## src/rtl/flu_debug_checker_pkg.sv

```systemverilog
// Shared definitions for the FLU debug checker: MI32 register byte offsets,
// reset values of the programmable registers and the frame FSM state type.
package flu_debug_checker_pkg;

    // MI32 register byte offsets
    localparam logic [31:0] REG_CTRL      = 32'h00;
    localparam logic [31:0] REG_PATTERN   = 32'h04;
    localparam logic [31:0] REG_MIN_LEN   = 32'h08;
    localparam logic [31:0] REG_MAX_LEN   = 32'h0C;
    localparam logic [31:0] REG_FRAMES_LO = 32'h10;
    localparam logic [31:0] REG_FRAMES_HI = 32'h14;
    localparam logic [31:0] REG_BYTES_LO  = 32'h18;
    localparam logic [31:0] REG_BYTES_HI  = 32'h1C;
    localparam logic [31:0] REG_ERR_FRAME = 32'h20;
    localparam logic [31:0] REG_ERR_LEN   = 32'h24;
    localparam logic [31:0] REG_LAST_LEN  = 32'h28;

    // Reset values of the programmable registers
    localparam logic [31:0] PATTERN_RST = 32'hFFFF_FFFF;
    localparam logic [15:0] MIN_LEN_RST = 16'd60;
    localparam logic [15:0] MAX_LEN_RST = 16'd1526;

    typedef enum logic [0:0] {
        StIdle,
        StFrame
    } frame_state_e;

endpackage

```

## src/rtl/flu_frame_len.sv

```systemverilog
// Frame framing checker and length accumulator for a FLU stream.
// Ports:
//   clk, reset       : clock, synchronous active-high reset
//   xfer             : a word is transferred this cycle
//   sop, eop         : start / end of frame flags of the word
//   sop_pos, eop_pos : SOP block index, last valid byte index
//   frame_done       : one-cycle strobe, a frame completed (registered)
//   frame_len        : length of the completed frame in bytes (valid with frame_done)
//   err_framing      : one-cycle strobe, framing violation seen (registered)
module flu_frame_len
    import flu_debug_checker_pkg::*;
#(
    parameter int unsigned DATA_WIDTH    = 512,
    parameter int unsigned SOP_POS_WIDTH = 3,
    parameter int unsigned EOP_POS_WIDTH = 6
) (
    input  logic                     clk,
    input  logic                     reset,
    input  logic                     xfer,
    input  logic                     sop,
    input  logic                     eop,
    input  logic [SOP_POS_WIDTH-1:0] sop_pos,
    input  logic [EOP_POS_WIDTH-1:0] eop_pos,
    output logic                     frame_done,
    output logic [15:0]              frame_len,
    output logic                     err_framing
);

    localparam int unsigned BW   = DATA_WIDTH / 8;
    localparam int unsigned GRAN = BW >> SOP_POS_WIDTH;

    frame_state_e state_q, state_d;
    logic [15:0]  acc_q, acc_d;
    logic         done_d, err_d;
    logic [15:0]  len_d;

    logic [15:0] sop_off, eop_ext, open_acc, cont_acc, end_len;
    logic [16:0] cont_sum, end_sum;
    logic        eop_before_sop;

    assign sop_off        = 16'(sop_pos) * 16'(GRAN);
    assign eop_ext        = 16'(eop_pos);
    assign open_acc       = 16'(BW) - sop_off;
    assign eop_before_sop = eop_ext < sop_off;

    // 17-bit sums so the 16-bit accumulator and lengths can saturate at 0xFFFF
    assign cont_sum = {1'b0, acc_q} + 17'(BW);
    assign end_sum  = {1'b0, acc_q} + {1'b0, eop_ext} + 17'd1;
    assign cont_acc = cont_sum[16] ? 16'hFFFF : cont_sum[15:0];
    assign end_len  = end_sum[16] ? 16'hFFFF : end_sum[15:0];

    always_comb begin
        state_d = state_q;
        acc_d   = acc_q;
        done_d  = 1'b0;
        len_d   = '0;
        err_d   = 1'b0;
        if (xfer) begin
            unique case (state_q)
                StIdle: begin
                    if (!sop) begin
                        err_d = eop;
                    end else if (eop && !eop_before_sop) begin
                        done_d = 1'b1;
                        len_d  = eop_ext - sop_off + 16'd1;
                    end else begin
                        // EOP before SOP with no open frame is an orphan EOP
                        err_d   = eop;
                        acc_d   = open_acc;
                        state_d = StFrame;
                    end
                end
                StFrame: begin
                    if (!sop && !eop) begin
                        acc_d = cont_acc;
                    end else if (!sop) begin
                        done_d  = 1'b1;
                        len_d   = end_len;
                        state_d = StIdle;
                    end else if (eop && eop_before_sop) begin
                        // Back-to-back: current frame ends, next one opens in the same word
                        done_d = 1'b1;
                        len_d  = end_len;
                        acc_d  = open_acc;
                    end else begin
                        // SOP inside an open frame: drop it and restart at the new SOP
                        err_d = 1'b1;
                        acc_d = open_acc;
                    end
                end
                default: state_d = StIdle;
            endcase
        end
    end

    always_ff @(posedge clk) begin
        if (reset) begin
            state_q     <= StIdle;
            acc_q       <= '0;
            frame_done  <= 1'b0;
            frame_len   <= '0;
            err_framing <= 1'b0;
        end else begin
            state_q     <= state_d;
            acc_q       <= acc_d;
            frame_done  <= done_d;
            frame_len   <= len_d;
            err_framing <= err_d;
        end
    end

endmodule

```

## config.mk

```make
export PLATFORM = sky130hd
export DESIGN_NAME = flu_frame_len
export DESIGN_NICKNAME = d
export VERILOG_FILES = /design/src/rtl/flu_debug_checker_pkg.sv /design/src/rtl/flu_frame_len.sv
export SDC_FILE = /design/constraint.sdc
export NUM_CORES = 1
export LEC_CHECK = 0
export ABC_AREA = 1
export BUFFER_PORTS_ARGS = -buffer_cell sky130_fd_sc_hd__buf_2
export CORE_UTILIZATION = 35
export CTS_BUF_LIST = sky130_fd_sc_hd__clkbuf_2
export CTS_CLUSTER_DIAMETER = 40
export DETAILED_ROUTE_END_ITERATION = 10
export PLACE_DENSITY = 0.63
export SYNTH_ARGS = -nofsm -noshare
export SYNTH_HDL_FRONTEND = slang
export SYNTH_SLANG_ARGS = --single-unit
export TNS_END_PERCENT = 5
```

## constraint.sdc

```tcl
create_clock -name clk -period 2.17 [get_ports clk]
set_input_delay 0.1085 -clock clk [delete_from_list [all_inputs] [get_ports clk]]
set_output_delay 0.1085 -clock clk [all_outputs]
set_load 0.01 [all_outputs]
```

* Yosys cells after proc, flatten, opt, wreduce, memory -nomap -nowiden *
Index checks and enable logic that the tools add are counted.

cells by class
  bitwise operators = 2
  reduce and logical (&&, ||, !) cells = 8
  equal/unequal tests = 3
  $lt $le $gt $ge = 1
  add/sub/neg operators = 6
  mux-type cells = 30

operators by type and width
  kind                     number
  $mux W16                 11
  $pmux W16 S2             2
  $add A16 B6 Y17          1
  $add A16 B7 Y17 const B  1
  $add A17 B1 Y17 const B  1
  $mux W1                  14
  $add A7 B2 Y8 const B    1
  $sub A7 B6 Y8 const A    1
  $sub A6 B6 Y7            1
  $lt A6 B6 Y1             1
  $pmux W1 S2              3
  $ne A2 B2 Y1 const B     2
  $reduce_and A4 Y1        1
  $logic_and A1 B1 Y1      3
  $logic_not A1 Y1         3
  $ne A3 B2 Y1 const B     1
  $not A1 Y1               2
  $reduce_or A2 Y1         1

storage, ports and cells
  output and inout port bits = 18
  input port bits = 14
  register bits = 35
  word-level logic and storage cells = 55

* Depth between registers and ports, before layout *
  depth after elaboration = 7
  mapped depth = 13
  mapped depth without buffers = 13

* Least setup slack after synthesis *
Ideal clock, no wire load.

  kind = reg-to-reg
  start = register acc_q[2]
  end = register frame_len[14]
  data arrival time = 1,727 ps
  path slack = 311 ps
  library setup time = 132 ps
  path buffers = 0
  clock period less this slack = 1,859 ps
  data required time = 2,038 ps
  cell stages (with the launch flop) = 12
  path through = dfxtp_1 -> inv_1 -> ha_1 -> inv_1 -> fa_1 -> nand3_1 -> nand2_1 -> nand2_1 -> nand2_1 -> or2_2 -> nand3_1 -> a21oi_1

between the ends
  cells in the longest elaborated chain, start to end = 7

ends and longest elaborated chain
  item                    line                  RTL
  from (decl)             flu_frame_len.sv:33   logic [15:0] acc_q, acc_d;
  from (signal assigned)  flu_frame_len.sv:99   acc_q <= '0;
  from (signal assigned)  flu_frame_len.sv:105  acc_q <= acc_d;
  $add A16 B6 Y17 *       flu_frame_len.sv:48   assign end_sum = {1'b0, acc_q} + {1'b0, eop_ext} + 17'd1;
  $add A17 B1 Y17 *       flu_frame_len.sv:48
  $mux W16 *              flu_frame_len.sv:50   assign end_len = end_sum[16] ? 16'hFFFF : end_sum[15:0];
  $mux W16                flu_frame_len.sv:80   end else if (eop && eop_before_sop) begin
  $mux W16 *              flu_frame_len.sv:76   end else if (!sop) begin
  $mux W16 *              flu_frame_len.sv:74   if (!sop && !eop) begin
  $pmux W16 S2 *          flu_frame_len.sv:59   unique case (state_q)
  to (signal assigned)    flu_frame_len.sv:107  frame_len <= len_d;
  to (decl)               flu_frame_len.sv:25   output logic [15:0] frame_len,

Mark *: on every way between the ends. The rest lies on a longest branch, timed or not.
A chain may end at the register's enable or synchronous reset.

* Final worst setup path *
  start = input port eop_pos[0]
  end = register frame_len[8]

between the ends
  cells in the longest elaborated chain, start to end = 7
  elaborated cells between the ends (all ways) = 15
  classes of those cells = add/sub (4); order compare (1); mux (7); reduce/logical (3)

ends and longest elaborated chain
  item             line                 RTL
  from (decl)      flu_frame_len.sv:23  input logic [EOP_POS_WIDTH-1:0] eop_pos,
  $add A16 B6 Y17  flu_frame_len.sv:48
  $add A17 B1 Y17  flu_frame_len.sv:48
  $mux W16         flu_frame_len.sv:50
  $mux W16         flu_frame_len.sv:80
  $mux W16         flu_frame_len.sv:76
  $mux W16         flu_frame_len.sv:74
  $pmux W16 S2 *   flu_frame_len.sv:59

Marks and branches as above.

==> summary.txt <==
Outcome
  • Outcome: complete, no violations

Synthesis
  • Asr flop ratio synth: 0
  • Post-synth net total: 353
  • Synth Flop Type: dfxtp_1
  • Post-synthesis mux area share: 0
  • Top cell type's share of synthesized area: 0.300
  • Syn Std Cell Area: 2200 µm²
  • Synth Area in Compound Gates: 0.141
  • Synthesized area per cell: 6.80 µm²
  • Largest cells by area after synthesis: dfxtp_1, nand2_1, a21oi_1
  • Adder-cell area share of the yosys netlist: 0.0953
  • EDFF count, synth: 0
  • Largest family of logic cells by synthesized area: simple AND/OR/NAND/NOR gates
  • Yosys warnings: 0
  • Synth Register Bits: 33
  • Sequential fraction of the synthesis area: 0.300
  • Post-Synth Simple-Gate Area: 0.334
  • Yosys top cell by area: dfxtp_1
  • Synth Area in XOR/XNOR: 0.0397
  • Distinct cell type count after synthesis: 36
  • Cells after Synth: 324

STA
  • Final setup viols: 0
  • Tightest Pin Transition: 0.380 ns
  • Min Tclk post-route: 2.02 ns
  • Endpoints failing hold: 0
  • Max Clock Freq: 495 MHz
  • Unrepaired setup endpoints after global routing: no
  • Clock Skew: 0.0199 ns
  • TNS Setup: 0 ns
  • Pins over their slew limit: 0
  • Max-slew headroom: 0.747
  • Fin crit share: 0.930

Global routing
  • First-pass GRT wire length: 8880 µm
  • GRT Util Overall: 0.176
  • Largest net degree at the start of global routing: 19
  • Vias in the first global route: 1933
  • Grt ovf: 0
  • Antenna violations before repair: 0

Floorplanning
  • Die extent in x: 81.4 µm
  • Die Height: 81.4 µm
  • Initial Util: 0.368
  • DIE AREA: 6620 µm²
  • Row Count: 28
  • Io pins: 32
  • Core ar.: 5990 µm²

Final layout
  • Register area: 661 µm²
  • Area grow syn2layout: 16.1%
  • Layout filler cell count: 644
  • Most frequent cells in the layout: nand2_1, inv_1, a21oi_1
  • Share of layout cells above drive strength 1: 0.190
  • Commonest non-fill, non-tap cell in the layout: nand2_1
  • Antenna cells: 0
  • Area of the multi-input gates: 1360 µm²
  • Nets: 392
  • Final instance area: 2560 µm²

Placement
  • Routability Congestion: 0.877
  • Port-buffer cells: 31
  • Final HPWL DP: 4100 µm
  • Placed Area: 2480 µm²

Worst setup path
  • Worst Path Max Fanout: 7
  • Critical Path RT: 2.44 ns
  • Worst reg2reg setup slack: 0.20 ns
  • Startpoint types: input pin
  • Worst Path Arrival: 2.29 ns
  • Setup Crit Path Kind: input pin to flop
  • CP Capture Type: flop

Clock network
  • Clock Sinks: 33
  • Htree depth: 2
  • CTS tree: built
  • Clock transition at the registers of the reported paths: 0.16 ns
  • Clock buffer count from CTS: 5
  • Root Driver: clkbuf_2
  • Clock buffer depth: 2
  • Skew-Pair Late Insertion Delay: 0.39 ns

Route
  • Via count: 2134
  • Number of vias per cell: 4.86
  • Drc violations: 0
  • Initial DRC count: 119
  • DRT Pass-1 Iters: 4
  • Final ANT Viol Nets: 0
  • Drt total wl: 5300 µm
  • DR WL/cell: 12.1 µm

Power
  • LEAKAGE: 1.30 nW
  • PD cells: 494 nW/µm²
  • Peak VDD IR: 0.252 mV

Flow run
  • Maxcap violations: 0

Min path
  • Hold Path Class: input pin to flop
report_power, final:
group	total (mW)	internal, mW	switching, mW
clock	0.418	0.197	0.221
combinational	0.223	0.0845	0.138
sequential	0.625	0.619	0.00602
total	1.27	0.900	0.365
Yosys cell counts, types with 3 or more instances:
cell type,count
a21oi_1,35
a31oi_1,5
buf_2,3
dfxtp_1,33
fa_1,3
ha_1,12
inv_1,40
inv_2,4
nand2_1,87
nand3_1,25
nor2_1,22
nor2_4,3
nor3_1,4
o21ai_0,4
o21ai_1,6
or2_2,5
xnor2_1,4
xor2_1,6
critical path, cell delays in order:
cell,delay (ns)
dlygate4sd3_1,0.53
buf_2,0.14
inv_1,0.07
ha_1,0.14
inv_1,0.07
fa_1,0.40
nand3_1,0.11
nand2_1,0.08
nand2_1,0.08
nand2_2,0.12
or2_2,0.30
nand3_1,0.08
a21oi_1,0.06
cell type report:
class,count,share of cell area
repair buffers,37,0.0841
well taps,75,0.0367
clock buffers,6,0.0117
flip-flops and latches,33,0.258
inverters,45,0.0670
multi-input cells,241,0.529
clock inverters,2,0.0132
flip-flops by register name, summed over array words and instances, names as in the netlist:
signal / count
state_q: 1
err_framing: 1
frame_done: 1
frame_len: 16
acc_q: 14
layer usage:
layer | share of wire | global-route usage | vias to the layer above
li1 | - | - | 1125
met1 | 0.49 | 0.235 | 963
met2 | 0.45 | 0.287 | 39
met3 | 0.039 | 0.0337 | 7
met4 | 0.015 | 0.0482 | 0
met5 | 0 | 0 | -
timing repair:
| action | CTS | global route |
|---|---|---|
| hold buffers | 1 | 0 |
| gates resized for setup | 0 | 1 |
| setup endpoints to repair | 0 | 5 |
| setup buffers | 0 | 0 |
| hold endpoints to repair | 1 | 0 |
cell families (layout without fill, tap and decap cells):
family / after synthesis / count (layout)
simple gates: 159 / 160
buf+inv: 51 / 90
flops: 33 / 33
xor+xnor: 10 / 10
fa+ha+maj: 15 / 15
compound gates: 56 / 56
per-stage QoR:
stage / hold slack [ns] / utilization / setup WS [ns] / total power [mW] / std cells
2_1_floorplan: 0.178 / - / 0.311 / 0.786 / 324
6_report: 0.0366 / 0.427 / 0.151 / 1.27 / 439
4_1_cts: 0.0335 / 0.426 / 0.127 / 1.28 / 438
3_5_place_dp: 0.442 / 0.414 / 0.0335 / 0.857 / 429
5_1_grt: 0.0325 / 0.427 / 0.0276 / 1.34 / 439
3_3_place_gp: 0.435 / 0.414 / 0.0353 / 0.854 / 429
path summary, 6_finish.rpt:
| check | to | depth (start not counted) | start |
|---|---|---|---|
| hold / removal | err_framing | 3 | sop |
| setup / recovery | frame_len[8] | 13 | eop_pos[0] |
| hold reg to reg | acc_q[4] | 2 | acc_q[4] |
| setup reg to reg | frame_len[8] | 11 | acc_q[2] |
(Power assumes the default switching activity.)
